**config.mk**
```make
export PLATFORM = sky130hd
export DESIGN_NAME = noc_bridge_vc_scheduler
export DESIGN_NICKNAME = d
export VERILOG_FILES = /design/src/rtl/noc_bridge_pkg.sv /design/src/rtl/noc_bridge_vc_credit_counter.sv /design/src/rtl/noc_bridge_vc_scheduler.sv
export SDC_FILE = /design/constraint.sdc
export NUM_CORES = 1
export LEC_CHECK = 0
export BUFFER_PORTS_ARGS = -buffer_cell sky130_fd_sc_hd__buf_2
export CAP_MARGIN = 15
export CORE_MARGIN = 1.5
export CORE_UTILIZATION = 40
export DETAILED_ROUTE_END_ITERATION = 16
export PLACE_DENSITY = 0.64
export SLEW_MARGIN = 20
export SYNTH_ARGS = -nofsm -noshare
export SYNTH_HDL_FRONTEND = slang
export SYNTH_SLANG_ARGS = --single-unit
```
**constraint.sdc**
```tcl
create_clock -name clk_i -period 5 [get_ports clk_i]
set_input_delay 0.25 -clock clk_i [delete_from_list [all_inputs] [get_ports clk_i]]
set_output_delay 0.25 -clock clk_i [all_outputs]
set_load 0.02 [all_outputs]
```
**src/rtl/noc_bridge_pkg.sv**
```systemverilog
// noc_bridge_pkg: shared credit/VC types and the default credit depth for the NoC bridge
package noc_bridge_pkg;
  localparam int NumCredNocBridge = 8;
  localparam int CredWNocBridge = $clog2(NumCredNocBridge + 1);
  localparam int NumVcNocBridge = 2;
  localparam int VcIdxWNocBridge = (NumVcNocBridge > 1) ? $clog2(NumVcNocBridge) : 1;
  typedef logic [CredWNocBridge-1:0] bridge_credit_t;
  typedef logic [VcIdxWNocBridge-1:0] vc_idx_t;
  typedef struct packed {
    vc_idx_t        data_vc;
    logic           data_valid;
    vc_idx_t        cred_vc;
    bridge_credit_t credits;
  } pkt_meta_t;
endpackage

```
**src/rtl/noc_bridge_vc_credit_counter.sv**
```systemverilog
// noc_bridge_vc_credit_counter: saturating remote/pending credit counters of one VC with sticky overflow
module noc_bridge_vc_credit_counter #(
  parameter int NumCred = 8,
  parameter int CredW = $clog2(NumCred + 1)
) (
  input  logic             clk_i,
  input  logic             rst_i,
  input  logic             remote_dec,
  input  logic [CredW-1:0] remote_add,
  input  logic [CredW-1:0] pending_sub,
  input  logic             pending_inc,
  output logic [CredW-1:0] remote,
  output logic [CredW-1:0] pending,
  output logic             ovf
);
  localparam int W = CredW + 1;
  logic [W-1:0] r_sum, p_sum;
  logic r_ovf, p_ovf;
  always_comb begin
    r_sum = W'(remote) - W'(remote_dec) + W'(remote_add);
    p_sum = W'(pending) - W'(pending_sub) + W'(pending_inc);
    r_ovf = r_sum > W'(NumCred);
    p_ovf = p_sum > W'(NumCred);
  end
  always_ff @(posedge clk_i or posedge rst_i) begin
    if (rst_i) begin
      remote  <= CredW'(NumCred);
      pending <= '0;
      ovf     <= 1'b0;
    end else begin
      remote  <= r_ovf ? CredW'(NumCred) : r_sum[CredW-1:0];
      pending <= p_ovf ? CredW'(NumCred) : p_sum[CredW-1:0];
      ovf     <= ovf | r_ovf | p_ovf;
    end
  end
endmodule

```
**src/rtl/noc_bridge_vc_scheduler.sv**
```systemverilog
// noc_bridge_vc_scheduler: credit-aware round-robin VC scheduler driving one registered AXIS packet stage
module noc_bridge_vc_scheduler
  import noc_bridge_pkg::*;
#(
  parameter int NumVc = 2,
  parameter int NumCred = NumCredNocBridge,
  parameter int ForceSendThresh = NumCred - 4,
  localparam int IdxW = (NumVc > 1) ? $clog2(NumVc) : 1,
  localparam int CredW = $clog2(NumCred + 1)
) (
  input  logic             clk_i,
  input  logic             rst_i,
  input  logic [NumVc-1:0] vc_valid_i,
  output logic             load_o,
  output logic [IdxW-1:0]  sel_vc_o,
  output logic [NumVc-1:0] vc_pop_o,
  output logic             out_valid_o,
  input  logic             out_ready_i,
  output logic [IdxW-1:0]  out_data_vc_o,
  output logic             out_data_valid_o,
  output logic [IdxW-1:0]  out_cred_vc_o,
  output logic [CredW-1:0] out_cred_o,
  input  logic             cred_rcvd_valid_i,
  input  logic [IdxW-1:0]  cred_rcvd_vc_i,
  input  logic [CredW-1:0] cred_rcvd_i,
  input  logic [NumVc-1:0] rx_pop_i,
  output logic             err_o
);
  logic [NumVc-1:0][CredW-1:0] remote, pending;
  logic [NumVc-1:0] elig, ovf;
  logic [IdxW-1:0] rr, win, cv, j;
  logic [CredW-1:0] max_p;
  logic any_elig, can_load;
  always_comb begin
    win = '0;
    any_elig = 1'b0;
    j = '0;
    for (int i = NumVc - 1; i >= 0; i--) begin
      j = IdxW'((int'(rr) + i) % NumVc);
      if (elig[j]) begin
        win = j;
        any_elig = 1'b1;
      end
    end
    max_p = '0;
    cv = '0;
    for (int i = 0; i < NumVc; i++) begin
      if (pending[i] > max_p) begin
        max_p = pending[i];
        cv = IdxW'(i);
      end
    end
    can_load = !out_valid_o || out_ready_i;
    load_o = can_load && (any_elig || max_p >= CredW'(ForceSendThresh));
    sel_vc_o = load_o ? win : '0;
    vc_pop_o = (load_o && any_elig) ? NumVc'(1) << win : '0;
  end
  always_ff @(posedge clk_i or posedge rst_i) begin
    if (rst_i) begin
      out_valid_o      <= 1'b0;
      out_data_vc_o    <= '0;
      out_data_valid_o <= 1'b0;
      out_cred_vc_o    <= '0;
      out_cred_o       <= '0;
      rr               <= '0;
    end else if (load_o) begin
      out_valid_o      <= 1'b1;
      out_data_vc_o    <= win;
      out_data_valid_o <= any_elig;
      out_cred_vc_o    <= cv;
      out_cred_o       <= max_p;
      if (any_elig) rr <= (win == IdxW'(NumVc - 1)) ? '0 : win + IdxW'(1);
    end else if (out_ready_i) begin
      out_valid_o <= 1'b0;
    end
  end
  for (genvar g = 0; g < NumVc; g++) begin : g_vc
    noc_bridge_vc_credit_counter #(.NumCred(NumCred), .CredW(CredW)) u_cnt (
      .clk_i      (clk_i),
      .rst_i      (rst_i),
      .remote_dec (vc_pop_o[g]),
      .remote_add ((cred_rcvd_valid_i && cred_rcvd_vc_i == IdxW'(g)) ? cred_rcvd_i : '0),
      .pending_sub((load_o && cv == IdxW'(g)) ? max_p : '0),
      .pending_inc(rx_pop_i[g]),
      .remote     (remote[g]),
      .pending    (pending[g]),
      .ovf        (ovf[g])
    );
    assign elig[g] = vc_valid_i[g] && remote[g] != '0;
  end
  assign err_o = |ovf;
endmodule

```
==> metrics.txt, run 1 <==
area of the die=5770 sq um; initial antenna violation count=0; clock latency on the worst-skew pair=270 ps; Synth Flop Type=dfrtp_1; GR Layer Usage met1=19.3%; # setup viols final=0; area leader, netlist=dfrtp_1; synth-to-layout area growth=11.4%; Worst Path Buf+Inv=3; final hold vios=0; MaxCap Viol Count=0; CTS Buffer Depth=2; Routed WL per cell=11.2 um; crit path DAT=3920 ps; GRT met2 Usage=23.8%; core area=5110 sq um; crit path cell chain=ha_1 > nor2b_1 > o211ai_2 > a21oi_2 > mux2_4 > a21oi_4 > nor3b_1 > ha_1 > inv_1 > ha_1 > inv_1 > fa_1 > inv_1 > a21o_1 > a21oi_1 > xnor2_1 > nand2b_1 > nor2_1; antenna-violating nets left=0; ANT cells=0; worst reg-to-reg path cell count=18; overall routing resource usage=14.3%; number of fill cells=527; Worst IR Drop VDD=0.000233 V; leakage power=1.23 nW; post-synthesis cell area=2130 sq um; Critical Path RT=5210 ps; Port Buffers=25; vias in the first global route=1,538; hold buffer count at CTS=0; CTS buffer count=3; Synth warnings=0; global-route wire length before repair=6780 um; Synth top area share=29.4%; H-tree lvl count=1; Syn Area/Cell=9.18 sq um; GR Overflow Total=0; Post-synth EDFFs=0; Syn Nets=285; Critical Path End Type=flop; Vert. Die Dim=76.0 um; Initial Utilization=41.7%; Worst-path clk slew=100 ps; kind of critical path=reg2reg; gr busiest metal=met2; RSZ-0062 raised after global routing=no; achievable clock frequency=270 MHz; initial DRC count=24; setup slack, reg-to-reg=1290 ps; Final Slew Violations=0; count leader, synth=inv_1; synth unique cells=34; crit path launch type=flop; post-synthesis sequential area ratio=31.8%; largest net degree at the start of global routing=28; top post-synthesis cells by area=dfrtp_1, ha_1, inv_1, a21o_1, fa_1; sum of negative setup slack=0 ps; flops & latches, synth=27; Nets=311; Post-Route Utilization=46.4%; FF-to-FF End=g_vc[0].u_cnt.pending[2]; critical path fanouts, max=9; clk sink count=27; DR vias=1,535; Pwr Density=642 nW/um^2; root buffer cell=clkbuf_8; CP max stage delay=430 ps; I/O pin total=26; slowest CP cell=dfrtp_1; total wire length=3670 um; number of post-CTS setup repair buffers=0; actual slew at the worst max-slew pin=936 ps; Worst Hold Class=in2async; Post-DP HPWL=3060 um; Placer Congestion=0.772; Async S/R FF share, synth=100%; Cells after Synth=232; crit path time final=3710 ps; Die Wd=76.0 um; cell family with most CP delay=adder cells; clk_skew=3.84 ps; R2R Path Start=g_vc[1].u_cnt.pending[1]; share of cells above drive strength 1=16.7%; most frequent cells after synthesis=inv_1, ha_1, dfrtp_1; post-cts sizing count=0; Multi-input gate area=1240 sq um; Row Count=26; met3 Use GR=1.93%; Rel. slew slack=37.2%; TritonCTS clock tree=yes; status=completed; # DRC=0; FF+latch area=678 sq um; DR pass1 iterations=4; via/cell ratio=4.69; fraction of the cycle the final worst path needs=74.2%
[per-stage QoR]
stage / total power (W) / cell area, sq um / setup slack (ps) / instances / hold WS, ps
finish: 0.00152 / 2370 / 1290 / 327 / 58.5
global route: 0.00171 / 2370 / 928 / 327 / 108
CTS: 0.00155 / 2370 / 1240 / 327 / 237
detailed placement: 0.00141 / 2320 / 1310 / 323 / 477
global placement: 0.00140 / 2320 / 1300 / 323 / 478
floorplan: 0.00120 / 2130 / 1420 / 232 / 301
[layer usage]
metal / wire length [um] / share of wire (%)
met3: 64 / 1.7
met4: 27 / 0.74
met2: 1710 / 47
met5: 0 / 0
met1: 1860 / 51
[cell usage in the layout (no fill, tap or decap)]
cell / count
clkbuf_8: 3
buf_2: 25
nand2_1: 11
buf_4: 1
a21oi_2: 1
clkinvlp_4: 1
a21boi_0: 1
xnor2_1: 8
ha_1: 36
or2_2: 3
fa_1: 4
and4_1: 1
a21oi_4: 1
nor3b_1: 1
o41ai_1: 1
o22ai_1: 2
mux2_2: 3
nand2b_1: 3
mux2_4: 1
inv_1: 48
dfstp_2: 2
nand3_1: 12
and3_1: 1
o211ai_2: 1
nor2_1: 19
nor2b_1: 3
xor2_1: 4
nand4bb_1: 2
mux2i_1: 2
a21oi_1: 12
clkinv_1: 1
o21a_1: 2
dfrtp_1: 25
o21bai_1: 1
o41ai_2: 1
o21ai_0: 3
a21o_1: 11
[worst max path at each step]
stage               slack (ps)                startpoint                       end  cells after the start
finish                    1290  g_vc[1].u_cnt.pending[1]  g_vc[0].u_cnt.pending[2]                     18
global route               930  g_vc[1].u_cnt.pending[1]  g_vc[0].u_cnt.pending[0]                     18
CTS                       1240  g_vc[1].u_cnt.pending[1]  g_vc[0].u_cnt.pending[2]                     18
detailed placement        1310  g_vc[1].u_cnt.pending[3]  g_vc[0].u_cnt.pending[2]                     17
global placement          1300  g_vc[1].u_cnt.pending[3]  g_vc[0].u_cnt.pending[2]                     17
floorplan                 1420  g_vc[1].u_cnt.pending[1]  g_vc[0].u_cnt.pending[2]                     18
[report_power, final]
group,switching [W],internal [W]
combinational,0.000577,0.000475
clock,0.0000696,0.0000565
sequential,0.0000474,0.000297
total,0.000694,0.000829
[registers in the layout, indices dropped and copies added (netlist names)]
name / count
g_vc.u_cnt.ovf: 2
out_cred_o: 4
out_valid_o: 1
g_vc.u_cnt.remote: 8
out_data_valid_o: 1
g_vc.u_cnt.pending: 8
out_cred_vc_o: 1
out_data_vc_o: 1
rr: 1
[final cells by class]
| cell class | instances | area share [%] |
|---|---|---|
| clock buffer | 3 | 1.74 |
| clock inverter | 1 | 0.316 |
| inverter | 49 | 7.75 |
| multi-input combinational | 151 | 52.3 |
| sequential | 27 | 28.6 |
| tap | 70 | 3.69 |
| timing repair buffer | 26 | 5.59 |
[logic make-up (layout without fill, tap and decap cells)]
| group | after synthesis | after routing | synth area share, % |
|---|---|---|---|
| buf+inv | 54 | 79 | 9.87 |
| mux | 6 | 6 | 3.23 |
| flops | 27 | 27 | 31.8 |
| simple gates | 56 | 56 | 12.9 |
| xor+xnor | 12 | 12 | 4.94 |
| fa+ha+maj | 40 | 40 | 24.9 |
| compound gates | 37 | 37 | 12.3 |
Power figures use the tool's default switching activity.
==> run 2: changes to the inputs <==
- clock period: 5 -> 3.7 ns (I/O delays scaled with it)
==> run 2 against run 1 <==
  * The run now ends with hold timing left
  * Global-route usage fell by 0.25 points
  * Via count rose by 3.9%
  * Clock power rose by 39%
  * Register-to-register slack got worse by 1200 ps
  * Core utilization rose by 3.4 points
  * Setup slack got worse by 1200 ps
  * Sequential share of layout area fell by 1.9 points
  * Final area rose by 7.2%
  * Fmax rose by 3.3%
  * Non-clock buffer count rose by 13
  * Die area did not move
  * Combinational power rose by 54%
  * Critical path type unchanged
==> metrics.txt, run 2 (synthesis gave the netlist of run 1 again) <==
status=finished, violations left; failing checks=hold timing; largest registers=g_vc.u_cnt.pending x8, g_vc.u_cnt.remote x8, out_cred_o x4; R2R Path Start=g_vc[1].u_cnt.pending[0]; CTS Buffer Depth=2 (unchanged); area of the die=5770 sq um (unchanged); leakage power=1.32 nW (+6.6%); clk sink count=27 (unchanged); Critical path origin=g_vc[1].u_cnt.pending[0]; Port Buffers=25 (unchanged); Worst-path clk slew=100 ps (about the same); antenna-violating nets left=0 (unchanged); fraction of the cycle the final worst path needs=97.1% (+23 points); Placed Area=2350 sq um (+1.3%); H-tree lvl count=1 (unchanged); Initial Utilization=41.7% (unchanged); number of fill cells=501 (-4.9%); crit path DAT=3810 ps (-110 ps); ANT cells=0 (unchanged); most common cell after layout, fill and taps aside=inv_1; Critical Path RT=3920 ps (-1290 ps); core area=5110 sq um (unchanged); # setup viols final=0 (unchanged); Rel. slew slack=60.5% (+23 points); initial antenna violation count=0 (unchanged); Nets=324 (+4.2%); critical path fanouts, max=4 (-5); largest net degree at the start of global routing=28 (unchanged); share of cells above drive strength 1=24.8% (+8.1 points); Post-Place Setup Slack=32.5 ps (-1280 ps); crit path to=g_vc[1].u_cnt.pending[1]; total wire length=4050 um (+10%); CTS buffer count=3 (unchanged); crit path launch type=flop; kind of critical path=reg2reg; DR pass1 iterations=4 (unchanged); Final Slew Violations=0 (unchanged); Routed WL per cell=11.9 um (+6.1%); final hold vios=25 (+25); FF-to-FF End=g_vc[1].u_cnt.pending[1]; Post-DP HPWL=3130 um (+2.2%); Worst Hold Margin=-50.1 ps (-109 ps); synth-to-layout area growth=19.4%; actual slew at the worst max-slew pin=585 ps (-351 ps); hold buffer count at CTS=0 (unchanged); vias in the first global route=1,575 (+2.4%); critical path's most frequent cell=inv_1; slowest CP cell=dfrtp_1; Die Wd=76.0 um (unchanged); achievable clock frequency=278 MHz (+3.3%); clock latency on the worst-skew pair=280 ps (about the same); Worst IR Drop VDD=0.000395 V (+69%); CP max stage delay=380 ps (-50 ps); DR vias=1,595 (+3.9%); via/cell ratio=4.69 (about the same); Vert. Die Dim=76.0 um (unchanged); I/O pin total=26 (unchanged); final worst setup slack=108 ps (-1180 ps); clk_skew=5.74 ps (+1.90 ps); crit path time final=3590 ps (-118 ps); global-route wire length before repair=6640 um (-1.9%); crit path cell chain=inv_1 > ha_1 > and4_1 > a21oi_2 > mux2_4 > a21oi_4 > buf_6 > and3_1 > ha_1 > inv_1 > ha_1 > inv_1 > fa_2 > inv_1 > a21o_1 > a21oi_1 > xnor2_1 > nand2b_1 > nor2_1; Pwr Density=889 nW/um^2 (+38%); post-route cell area=2540 sq um (+7.2%); GR Overflow Total=0 (unchanged); root buffer cell=clkbuf_8; Critical Path End Type=flop; setup slack, reg-to-reg=110 ps (-1180 ps); commonest cells after routing, fill and taps aside=inv_1, ha_1, dfrtp_1, buf_2, nor2_1; TritonCTS clock tree=yes; Worst Hold Class=in2async; MaxCap Viol Count=0 (unchanged); Placer Congestion=0.784 (+1.5%); # DRC=0 (unchanged); initial DRC count=35 (+46%); overall routing resource usage=14.1% (-0.25 points); Row Count=26 (unchanged); worst reg-to-reg path cell count=19 (+1)
## run 2: cell count changes in the layout (fill, tap and decap cells not counted), sizes merged
cell / delta
buf: +13
clkinv: -1
inv: +1
## run 2: worst min-delay path by stage
stage,endpoint,from,cells after the start
after floorplan,g_vc[0].u_cnt.ovf,rst_i,1
after global placement,g_vc[1].u_cnt.ovf,g_vc[1].u_cnt.ovf,1
after detailed placement,g_vc[1].u_cnt.ovf,g_vc[1].u_cnt.ovf,1
after CTS,g_vc[0].u_cnt.pending[1],rst_i,2
after global routing,g_vc[0].u_cnt.pending[1],rst_i,2
final,g_vc[0].u_cnt.pending[1],rst_i,2
## run 2: repair_timing
item                                    4_1_cts  5_1_grt
pin swaps                                     1       10
endpoints found under the setup margin        1        9
gates resized for setup                       0       12
setup buffers                                 0        9
## run 2: final cells by class
cell class / count / area (sq um) / share of cell area, %
Timing Repair Buffer: 39 / 234 / 9.20
Clock buffer: 3 / 41.3 / 1.62
Clock inverter: 1 / 7.51 / 0.295
Multi-Input combinational cell: 151 / 1310 / 51.5
Sequential cell: 27 / 678 / 26.7
Tap cell: 70 / 87.6 / 3.44
Inverter: 49 / 184 / 7.23
## run 2: critical path, delay by kind of cell (launching register included)
kind / cells / cell delay [ps]
fa+ha+maj: 4 / 990
simple gates: 4 / 630
xor+xnor: 1 / 210
flops: 1 / 380
compound gates: 4 / 550
buf+inv: 5 / 400
mux: 1 / 340
## run 2: through the flow
step	instances	hold WS, ps	utilization, %	power [W]	TNS [ps]
after floorplan	232	236	-	0.00162	0
after global placement	327	470	46.1	0.00190	0
after detailed placement	327	469	46.1	0.00192	0
after CTS	331	179	47.0	0.00210	0
after global routing	340	4.16	49.8	0.00248	-396
final	340	-50.1	49.8	0.00226	0
## run 2: per-layer routing
| metal | up-vias | global-route usage (%) | routed length, um |
|---|---|---|---|
| li1 | 831 | - | - |
| met1 | 744 | 18.9 | 1980 |
| met2 | 16 | 24.3 | 1960 |
| met3 | 4 | 1.69 | 57 |
| met4 | 0 | 3.33 | 45 |
| met5 | - | 0 | 0 |
## run 2: report_power, final
group / leakage [nW] / internal, W / switching (W)
combinational: 0.964 / 0.000773 / 0.000849
sequential: 0.331 / 0.000402 / 0.0000614
clock: 0.0217 / 0.0000766 / 0.0000988
total: 1.32 / 0.00125 / 0.00101
